===== config.mk =====
export PLATFORM = sky130hd
export DESIGN_NAME = pll_clkgen_param
export DESIGN_NICKNAME = d
export VERILOG_FILES = /design/src/rtl/vga_clk_pkg.sv /design/src/rtl/clk_div_core.sv /design/src/rtl/pll_clkgen_param.sv
export SDC_FILE = /design/constraint.sdc
export NUM_CORES = 1
export LEC_CHECK = 0
export BUFFER_PORTS_ARGS = -buffer_cell sky130_fd_sc_hd__buf_2
export CORE_MARGIN = 4
export CORE_UTILIZATION = 45
export DETAILED_ROUTE_END_ITERATION = 7
export GPL_TIMING_DRIVEN = 1
export PLACE_DENSITY_LB_ADDON = 0.3
export SYNTH_ARGS = -nofsm -noshare
export SYNTH_HDL_FRONTEND = slang
export SYNTH_SLANG_ARGS = --single-unit

===== constraint.sdc =====
create_clock -name clkRef -period 10.83 [get_ports clkRef]
set_clock_uncertainty 0.05 [all_clocks]
set_input_delay 1.083 -clock clkRef [delete_from_list [all_inputs] [get_ports clkRef]]
set_output_delay 1.083 -clock clkRef [all_outputs]
set_load 0.1 [all_outputs]

===== src/rtl/vga_clk_pkg.sv =====
// Shared types and helpers for the parametrised VGA clock/reset generator.
package vga_clk_pkg;

  typedef enum logic {
    STRETCH = 1'b0,
    RUN     = 1'b1
  } state_e;

  localparam logic [31:0] MIN_DIV = 32'd2;

  // Ratios below MIN_DIV cannot produce a real clock, so they collapse to it.
  function automatic logic [31:0] eff_div(input logic [31:0] sel);
    return (sel < MIN_DIV) ? MIN_DIV : sel;
  endfunction

endpackage


===== src/rtl/clk_div_core.sv =====
// Period counter and divided-clock generator; the ratio is only adopted at a
// period boundary so clkOut never produces a runt pulse on a ratio change.
module clk_div_core
  import vga_clk_pkg::*;
#(
  parameter int DIV_W = 8
) (
  input  logic             clkRef,
  input  logic             reset,
  input  logic [DIV_W-1:0] n_req,
  output logic             clk_out,
  output logic             clk_en,
  output logic             wrap,
  output logic             load,
  output logic [DIV_W-1:0] n_q
);

  logic [DIV_W-1:0] cnt_q, cnt_d;
  logic [DIV_W-1:0] n_d;
  logic             run_q, run_d;
  logic             clk_out_q, clk_out_d;
  logic             clk_en_q, clk_en_d;

  always_comb begin
    wrap      = run_q && (cnt_q == n_q - DIV_W'(1));
    // The first edge after reset also starts a period, without being a wrap.
    load      = !run_q || wrap;
    run_d     = 1'b1;
    cnt_d     = load ? '0 : cnt_q + DIV_W'(1);
    n_d       = load ? n_req : n_q;
    clk_out_d = (cnt_d < (n_q >> 1));
    clk_en_d  = load;
  end

  always_ff @(posedge clkRef or posedge reset) begin
    if (reset) begin
      cnt_q     <= '0;
      n_q       <= DIV_W'(MIN_DIV);
      run_q     <= 1'b0;
      clk_out_q <= 1'b0;
      clk_en_q  <= 1'b0;
    end else begin
      cnt_q     <= cnt_d;
      n_q       <= n_d;
      run_q     <= run_d;
      clk_out_q <= clk_out_d;
      clk_en_q  <= clk_en_d;
    end
  end

  assign clk_out = clk_out_q;
  assign clk_en  = clk_en_q;

endmodule


===== src/rtl/pll_clkgen_param.sv =====
// Divided VGA clock with a stretched reset that is re-issued whenever the
// requested ratio changes, plus a locked flag for the pixel domain.
module pll_clkgen_param
  import vga_clk_pkg::*;
#(
  parameter int DIV_W      = 8,
  parameter int RST_CYCLES = 4
) (
  input  logic             clkRef,
  input  logic             reset,
  input  logic [DIV_W-1:0] div_sel,
  output logic             clkOut,
  output logic             clkEn,
  output logic             rstOut,
  output logic             locked
);

  localparam logic [7:0] RST_INIT = 8'(RST_CYCLES);

  logic [DIV_W-1:0] n_eff, n_cur;
  logic             wrap, load, chg;
  state_e           state_q, state_d;
  logic [7:0]       stretch_q, stretch_d;
  logic             rst_q, rst_d;
  logic             lock_q, lock_d;

  assign n_eff = DIV_W'(eff_div(32'(div_sel)));

  clk_div_core #(.DIV_W(DIV_W)) u_core (
    .clkRef  (clkRef),
    .reset   (reset),
    .n_req   (n_eff),
    .clk_out (clkOut),
    .clk_en  (clkEn),
    .wrap    (wrap),
    .load    (load),
    .n_q     (n_cur)
  );

  // Pending ratio change; it is acted on only at the wrap, so a request that
  // reverts before then leaves the running clock untouched.
  assign chg = (n_eff != n_cur);

  always_comb begin
    state_d   = state_q;
    stretch_d = stretch_q;
    rst_d     = rst_q;
    lock_d    = lock_q;
    case (state_q)
      STRETCH: begin
        rst_d  = 1'b1;
        lock_d = 1'b0;
        if (load && !wrap) begin
          stretch_d = RST_INIT;
        end else if (wrap) begin
          if (chg) begin
            stretch_d = RST_INIT;
          end else if (stretch_q <= 8'd1) begin
            stretch_d = 8'd0;
            state_d   = RUN;
            rst_d     = 1'b0;
            lock_d    = 1'b1;
          end else begin
            stretch_d = stretch_q - 8'd1;
          end
        end
      end
      RUN: begin
        rst_d  = 1'b0;
        lock_d = 1'b1;
        if (wrap && chg) begin
          state_d   = STRETCH;
          stretch_d = RST_INIT;
          rst_d     = 1'b1;
          lock_d    = 1'b0;
        end
      end
      default: state_d = STRETCH;
    endcase
  end

  always_ff @(posedge clkRef or posedge reset) begin
    if (reset) begin
      state_q   <= STRETCH;
      stretch_q <= RST_INIT;
      rst_q     <= 1'b1;
      lock_q    <= 1'b0;
    end else begin
      state_q   <= state_d;
      stretch_q <= stretch_d;
      rst_q     <= rst_d;
      lock_q    <= lock_d;
    end
  end

  assign rstOut = rst_q;
  assign locked = lock_q;

endmodule


Word level (Yosys, flattened, before mapping). Index checks and enable logic that the tools add are counted.

Register bits: 29. Input bits: 10. Output and inout bits: 4. Word-level logic and storage cells: 46.

Reduce and logical (&&, ||, !) cells: 7. Add/subtract/negate cells: 3. Eq/ne operators: 4. Mux-type cells: 20. Bitwise operators: 1. $lt $le $gt $ge: 3.

Operator list (number): 8-bit two-way mux (7); 8-bit case mux with 2 select lines (1); 8-bit by 1-bit subtractor with 8-bit output, second input constant (2); 1-bit two-way mux (10); 8-bit by 1-bit adder with 8-bit output, second input constant (1); 8-bit == test (1); 8-bit by 1-bit less-or-equal comparator with 1-bit output, second input constant (1); 8-bit by 2-bit less-than comparator with 1-bit output, second input constant (1); 8-bit by 7-bit less-than comparator with 1-bit output (1); 8-bit != test (1); 1-bit case mux with 2 select lines (2); 1-bit logical AND (3); 3-bit != test, second input constant (1); 1-bit logical NOT (2); 2-bit by 1-bit != test with 1-bit output, second input constant (1); 2-bit AND reduction (1); 1-bit logical OR (1); 1-bit NOT (1).

Logic depth before layout (Yosys ltp). Gate-level depths: netlist of the first run.

Depth in word-level cells: 7. Mapped depth: 14. Depth with buffers taken out: 13.

Modules after synthesis. Synthesis of the first run repeated with hierarchy kept, for this count alone.

Cells, all modules: 220. Area total of the unflattened synthesis: 2037.0 um^2.

Modules (own cells, without submodules): clk_div_core (sequential area each 476.7 um^2, times used 1, cells each 124, area each 1251.2 um^2); pll_clkgen_param (sequential area each 252.7 um^2, times used 1, cells each 96, area each 785.8 um^2).

Least setup slack after synthesis of the first run. OpenSTA, ideal clock, no wires.

Kind: register -> register. Start point: register u_core.n_q[1]. End point: register u_core.clk_out_q (netlist: u_core.clk_out). Required time: 10.658 ns. Clock period less this slack: 3.465 ns. Buffers on the path: 1. Setup slack: 7.365 ns. Cell stages (with the launch flop): 14. Data arrival time: 3.293 ns. Library setup time: 0.122 ns. Cells stage by stage: dfstp_2 inv_1 ha_1 xnor2_1 or4_4 o41ai_4 buf_2 nor2_1 ha_1 and4_1 o21ai_0 or2_2 a21oi_1 nor3_1.

Word-level cells in the longest chain between the ends: 6.

RTL lines: start, declared (RTL line clk_div_core.sv:15) `output logic [DIV_W-1:0] n_q`; start signal, assigned (RTL line clk_div_core.sv:38) `n_q <= DIV_W'(MIN_DIV);`; start signal, assigned (RTL line clk_div_core.sv:44) `n_q <= n_d;`; 8-bit by 1-bit subtractor with 8-bit output (RTL line clk_div_core.sv:25) `wrap = run_q && (cnt_q == n_q - DIV_W'(1));`; 8-bit == test (RTL line clk_div_core.sv:25); 1-bit logical AND (RTL line clk_div_core.sv:25); 1-bit logical OR (RTL line clk_div_core.sv:27) `load = !run_q || wrap;`; via load (RTL line pll_clkgen_param.sv:21) `logic wrap, load, chg;`; 8-bit two-way mux (RTL line clk_div_core.sv:29) `cnt_d = load ? '0 : cnt_q + DIV_W'(1);`; via u_core.cnt_d[6] (RTL line clk_div_core.sv:18) `logic [DIV_W-1:0] cnt_q, cnt_d;`; 8-bit by 7-bit less-than comparator with 1-bit output (RTL line clk_div_core.sv:31) `clk_out_d = (cnt_d < (n_q >> 1));`; via u_core.clk_out_d (RTL line clk_div_core.sv:21) `logic clk_out_q, clk_out_d;`; end signal, assigned (RTL line clk_div_core.sv:46) `clk_out_q <= clk_out_d;`; end, declared (RTL line clk_div_core.sv:21).

The timed path passes the listed nets, and every way through them passes these cells. A chain may end at the register's enable or synchronous reset.

Worst setup path after layout of the first run.
Start point: register u_core.n_q[1]. End point: register u_core.clk_out_q (netlist: u_core.clk_out).

Word-level cells in the longest chain between the ends: 6.

RTL lines (RTL line): 8-bit by 1-bit subtractor with 8-bit output (clk_div_core.sv:25); 8-bit == test (clk_div_core.sv:25); 1-bit logical AND (clk_div_core.sv:25); 1-bit logical OR (clk_div_core.sv:27); 8-bit two-way mux (clk_div_core.sv:29); via u_core.cnt_d[6] (clk_div_core.sv:18); 8-bit by 7-bit less-than comparator with 1-bit output (clk_div_core.sv:31); via u_core.clk_out_d (clk_div_core.sv:21).

The timed path passes the listed nets, and every way through them passes these cells.

==> summary.md, run 1 <==
| Metric | Value |
|---|---|
| Die Width | `71.1 µm` |
| IO buf count | `13` |
| I/O pins | `14` |
| Crit-path max cell delay | `0.55 ns` |
| Arr. time, crit path | `3.61 ns` |
| Total negative setup slack | `0 ns` |
| Max-Cap Viols | `0` |
| Grt total ovfl | `0` |
| Hpwl dp | `2.67 mm` |
| Final Max Tran Viols | `0` |
| WHS Endpoint | `stretch_q[7]` |
| R2R setup slack | `7.33 ns` |
| Cells taking the most area after synthesis | `dfrtp_1, xnor2_1, ha_1` |
| Worst-path fanout max | `26` |
| Final worst slack | `7.33 ns` |
| CP Data Required Time | `10.93 ns` |
| Area Growth Syn to Fin | `10.6%` |
| Ys flop type | `dfrtp_1` |
| Via count | `1,421` |
| Root buf cell | `clkbuf_8` |
| H-tree depth | `2` |
| First-pass GRT wire length | `6.18 mm` |
| Clk sinks | `29` |
| First drt pass iteration count | `4` |
| CP endpoint kind | `register` |
| Reg2Reg Launch Point | `u_core.n_q[1]` |
| N_diodes | `0` |
| Initial core utilization | `47.8%` |
| Leakage power | `0.000905 µW` |
| GRT Total Usage | `15.3%` |
| HP Start | `stretch_q[7]` |
| Die Ht | `71.1 µm` |
| Clock Latency Late Sink | `0.27 ns` |
| DR DRC count | `0` |
| Post-CTS resize count | `0` |
| Worst min path class | `register to register` |
| RSZ-0062 raised after global routing | `no` |
| Hold-fix buffers, CTS | `0` |
| Largest net degree at the start of global routing | `30` |
| Placed inst area | `1900 µm²` |
| Share of layout cells above drive strength 1 | `14.0%` |
| CP Class | `register to register` |
| Gpl congestion | `0.815` |
| Worst slew margin | `26.3%` |
| Wire per inst | `13.3 µm` |
| Cell family with most CP delay | `simple AND/OR/NAND/NOR gates` |
| Dpl ws | `7.35 ns` |
| Standard-cell row count | `22` |
| RR Endpoint | `u_core.clk_out` |
| WP buf/inv | `2` |
| Nets | `234` |
| Initial drt markers | `80` |
| CTS Buffer Depth | `2` |
| Core area | `3740 µm²` |
| Worst vdd ir | `70.7 µV` |
| Post-route cell area | `1980 µm²` |
| CTS Buf Count | `5` |
| Clock Pin Slew Worst Setup and Hold Paths | `0.06 ns` |
| Synth top area share | `36.4%` |
| Yosys cell types | `38` |
| Vias in the first global route | `1,356` |
| Final Critical Period | `3.50 ns` |
| Critical path, cell by cell | `inv_1, ha_1, xnor2_1, or4_4, o41ai_4, buf_4, nor2_1, ha_1, and4_1, o21ai_0, or2_2, a21oi_1, nor3_1` |
| Ys async rst share | `100%` |
| Power per cell area | `156 nW/µm²` |
| Slowest cell on the critical path | `dfstp_2` |
| Initial antenna violation count | `0` |
| Worst Max-Slew Pin Slew | `1.10 ns` |
| Synth warnings | `0` |
| CTS tree | `done` |
| Final worst path period share | `32.4%` |
| Synth Register Bits | `29` |
| Fin util | `52.8%` |
| Count of flip-flops with a built-in enable after synthesis | `0` |
| Cell mode on critical path | `ha_1` |
| Final hold viol count | `0` |
| Syn Nets | `217` |
| F_max | `285 MHz` |
| Largest area contributor in the netlist | `dfrtp_1` |
| Setup-failing EPs final | `0` |
| Vias/cell | `5.40` |
| Post-CTS Setup Bufs | `0` |
| Worst hold stages | `2` |
| Mapped Area | `1790 µm²` |
| CP Launch Point | `u_core.n_q[1]` |
| Cells after Synth | `197` |
| Total die area | `5050 µm²` |
| Status | `completed` |
| Antenna viol nets, final | `0` |
| Reg2Reg Depth | `13` |
| Post-synthesis sequential area ratio | `40.8%` |
| Mean Syn Cell Area | `9.08 µm²` |
| Crit path launch type | `register` |
| Drt total wl | `3.51 mm` |
[how the worst max path moves through the flow]
stage,end,slack (ns),cells after the start
CTS,u_core.clk_out,7.34,13
global route,u_core.clk_out,7.16,13
detailed placement,u_core.clk_out,7.35,13
floorplan,u_core.clk_out,7.36,13
finish,u_core.clk_out,7.33,13
global placement,u_core.clk_out,7.41,13
[logic make-up after synthesis]
logic type      count (synthesis)  synth area share (%)
other cells                     1                 0.210
mux                             3                  1.68
compound gates                 40                  15.0
fa+ha+maj                      10                  6.99
simple gates                   70                  19.2
flops                          29                  40.8
buf+inv                        21                  4.89
xor+xnor                       23                  11.3
[area by class of cell]
class	count	area, µm²
inverter	17	63.8
sequential	29	729
multi-input combinational	147	972
clock buffer	8	80.1
timing repair buffer	14	72.6
fill	352	1770
tap	48	60.1
[state kept, by name, indices dropped and copies added (netlist names)]
signal / flops
stretch_q: 8
u_core.cnt_q: 8
u_core.clk_en: 1
locked: 1
rstOut: 1
u_core.n_q: 8
u_core.run_q: 1
u_core.clk_out: 1
[report_power, final]
part	internal, µW	leakage (µW)	switching, µW
Combinational	26.5	0.000500	67.9
Clock	45.5	0.0000395	37.4
Sequential	121	0.000365	10.3
[per-layer routing]
layer	global-route usage, %	share of wire, %	up-vias
met5	0	0	-
met4	5.01	1.7	0
met3	3.27	5.4	9
met2	22.3	41	39
met1	22.5	52	656
li1	-	-	717
[stage by stage]
step           total power [µW]  hold slack (ns)  cells
3_5_place_dp                227            0.434    255
5_1_grt                     325            0.505    263
3_3_place_gp                226            0.429    255
4_1_cts                     310            0.451    263
2_1_floorplan               210            0.408    197
6_report                    308            0.449    263
[worst min-delay path, cell delays in order, from the launching register on]
cell and delay (ns):
dfrtp_1 0.34, o21ai_1 0.06, o31ai_1 0.06
[Yosys cell counts, types with 3 or more instances]
cell type and instances:
mux2i_1 3, nor3_1 10, ha_1 10, nor2_1 20, o21ai_1 7, dfrtp_1 26, nor4_1 4, xor2_1 8
xnor2_1 15, and3_1 3, o31ai_1 3, a31oi_1 4, inv_1 17, nand4_1 3, nand3_1 8, nand2_1 14
o21ai_0 11, dfstp_2 3, a21oi_1 6
[cell usage in the layout, fill, tap and decap left out, types with 2 or more instances in the layout]
cell / n
o21ai_1: 7
a31oi_1: 4
dfstp_2: 3
buf_2: 13
mux2i_1: 3
nor2_1: 20
nor3b_1: 2
nor3_1: 10
clkbuf_8: 5
nor4_1: 4
inv_1: 17
nand3_1: 8
dfrtp_1: 26
o31ai_1: 3
nand4_1: 3
xor2_1: 8
a21oi_1: 6
o21ai_0: 11
or2_2: 2
ha_1: 10
nand2_1: 14
clkbuf_1: 3
and3_1: 3
xnor2_1: 15
No activity file was read; power rests on OpenSTA's default activity.
==> run 2, diff against run 1 <==
==> constraint.sdc (replaced) <==
create_clock -name clkRef -period 2.8 [get_ports clkRef]
set_clock_uncertainty 0.05 [all_clocks]
set_input_delay 0.28 -clock clkRef [delete_from_list [all_inputs] [get_ports clkRef]]
set_output_delay 0.28 -clock clkRef [all_outputs]
set_load 0.1 [all_outputs]
==> run 2 against run 1 <==
Against the previous run: the flow now finishes with violations (negative setup slack); sequential share of layout area down 3.9 points; global-route usage up 1.3 points; register-to-register slack worse by 7.5 ns; utilization up 6.4 points; largest power group unchanged; highest routed layer unchanged.
==> summary.md, run 2 (synthesized netlist as in run 1, its figures left out) <==
| Metric | Value |
|---|---|
| Status | `finished, violations left` |
| Failing checks | `negative setup slack` |
| CTS Buffer Depth | `2` |
| I/O pins | `14` |
| RSZ-0062 raised after global routing | `yes` |
| Grt total ovfl | `0` |
| Clock Latency Late Sink | `0.28 ns` |
| Biggest regs | `stretch_q (8), u_core.cnt_q (8), u_core.n_q (8)` |
| Core area | `3740 µm²` |
| DR DRC count | `0` |
| CTS Buf Count | `5` |
| Final Critical Period | `2.97 ns` |
| Final hold slack | `0.00807 ns` |
| CP endpoint kind | `register` |
| Largest net degree at the start of global routing | `30` |
| H-tree depth | `2` |
| Met1 Use GR | `24.1%` |
| CP Launch Point | `u_core.n_q[1]` |
| Commonest non-fill, non-tap cell in the layout | `dfrtp_1` |
| Gpl congestion | `0.788` |
| Worst min path class | `input pin to asynchronous set/reset pin` |
| Final Max Tran Viols | `0` |
| RR Endpoint | `u_core.clk_out` |
| Share of layout cells above drive strength 1 | `26.8%` |
| Area Growth Syn to Fin | `23.8%` |
| Crit path launch type | `register` |
| Clock Pin Slew Worst Setup and Hold Paths | `0.06 ns` |
| Leakage power | `0.00103 µW` |
| First drt pass iteration count | `4` |
| Final worst path period share | `106%` |
| Arr. time, crit path | `3.11 ns` |
| Max-Cap Viols | `0` |
| Total die area | `5050 µm²` |
| Reg2Reg Launch Point | `u_core.n_q[1]` |
| Antenna viol nets, final | `0` |
| Wire per inst | `14.0 µm` |
| Total negative setup slack | `-0.174 ns` |
| Setup-failing EPs final | `1` |
| Worst-path fanout max | `8` |
| Drt total wl | `4.02 mm` |
| Total power | `1280 µW` |
| F_max | `336 MHz` |
| Hold-fix buffers, CTS | `0` |
| Placed inst area | `2110 µm²` |
| Die Ht | `71.1 µm` |
| GRT met3 Usage | `3.55%` |
| Initial antenna violation count | `0` |
| Post-CTS Setup Bufs | `0` |
| Via count | `1,498` |
| Die Width | `71.1 µm` |
| Clk sinks | `29` |
| Standard-cell row count | `22` |
| Power per cell area | `580 nW/µm²` |
| Reg2Reg Depth | `13` |
| Nets | `258` |
| R2R setup slack | `-0.17 ns` |
| CTS tree | `done` |
| Dpl ws | `-0.195 ns` |
| Most Crowded Layer GR | `met1` |
| N_diodes | `0` |
| Initial core utilization | `47.8%` |
| IO buf count | `13` |
| Final worst slack | `-0.174 ns` |
| Post-CTS resize count | `1` |
| Crit path capture | `u_core.clk_out` |
| Post-route cell area | `2220 µm²` |
| Met2 Usage GRT | `24.1%` |
| Vias/cell | `5.22` |
| Root buf cell | `clkbuf_8` |
| First-pass GRT wire length | `6.59 mm` |
| Initial drt markers | `123` |
| Most frequent cells in the layout | `dfrtp_1, buf_4, nor2_1` |
| Worst vdd ir | `325 µV` |
| Vias in the first global route | `1,404` |
| CP Data Required Time | `2.93 ns` |
| Final hold viol count | `0` |
| CP Class | `register to register` |
| GRT Total Usage | `16.6%` |
| Hpwl dp | `3.12 mm` |
-- run 2: cell types whose count changed in the layout (fill, tap and decap cells not counted), sizes merged --
cell | before | now
buf | 14 | 38
-- run 2: layout make-up --
class	count	area [µm²]
Multi-Input combinational cell	147	1010
Inverter	17	63.8
Timing Repair Buffer	38	256
Tap cell	48	60.1
Clock buffer	8	90.1
Sequential cell	29	731
Fill cell	340	1530
-- run 2: through the flow --
step | cells | util [%]
after global placement | 279 | 56.4
after CTS | 287 | 58.9
after global routing | 287 | 59.2
after detailed placement | 279 | 56.4
after floorplan | 197 | -
final | 287 | 59.2
-- run 2: routing by layer --
layer	up-vias	wire, µm
met5	-	0
met4	0	54
met3	7	181
met2	27	1780
met1	699	2000
li1	765	-
-- run 2: power breakdown --
group	leakage [µW]	switching (µW)	total [µW]	internal [µW]
clock network	0.0000455	160	360	200
logic	0.000623	284	423	138
registers	0.000364	35.6	502	466
-- run 2: worst min-delay path by stage --
stage                from       endpoint  slack (ns)  cells after the start
finish              reset   stretch_q[6]       0.008                      3
global route        reset  u_core.clk_en        0.05                      3
CTS                 reset  u_core.clk_en        0.02                      3
detailed placement  reset  u_core.clk_en        0.32                      3
global placement    reset  u_core.clk_en        0.32                      3
floorplan           reset         locked        0.31                      1
-- run 2: critical path, stage by stage (launching register included) --
cell and delay [ns]:
dfstp_2 0.55, inv_2 0.05, ha_4 0.21, xnor2_1 0.11, or4_4 0.44, o41ai_4 0.26, buf_6 0.19, nor2_1 0.07
ha_1 0.26, o21a_1 0.18, o21ai_1 0.15, or2_4 0.14, a21oi_2 0.04, nor3_1 0.17
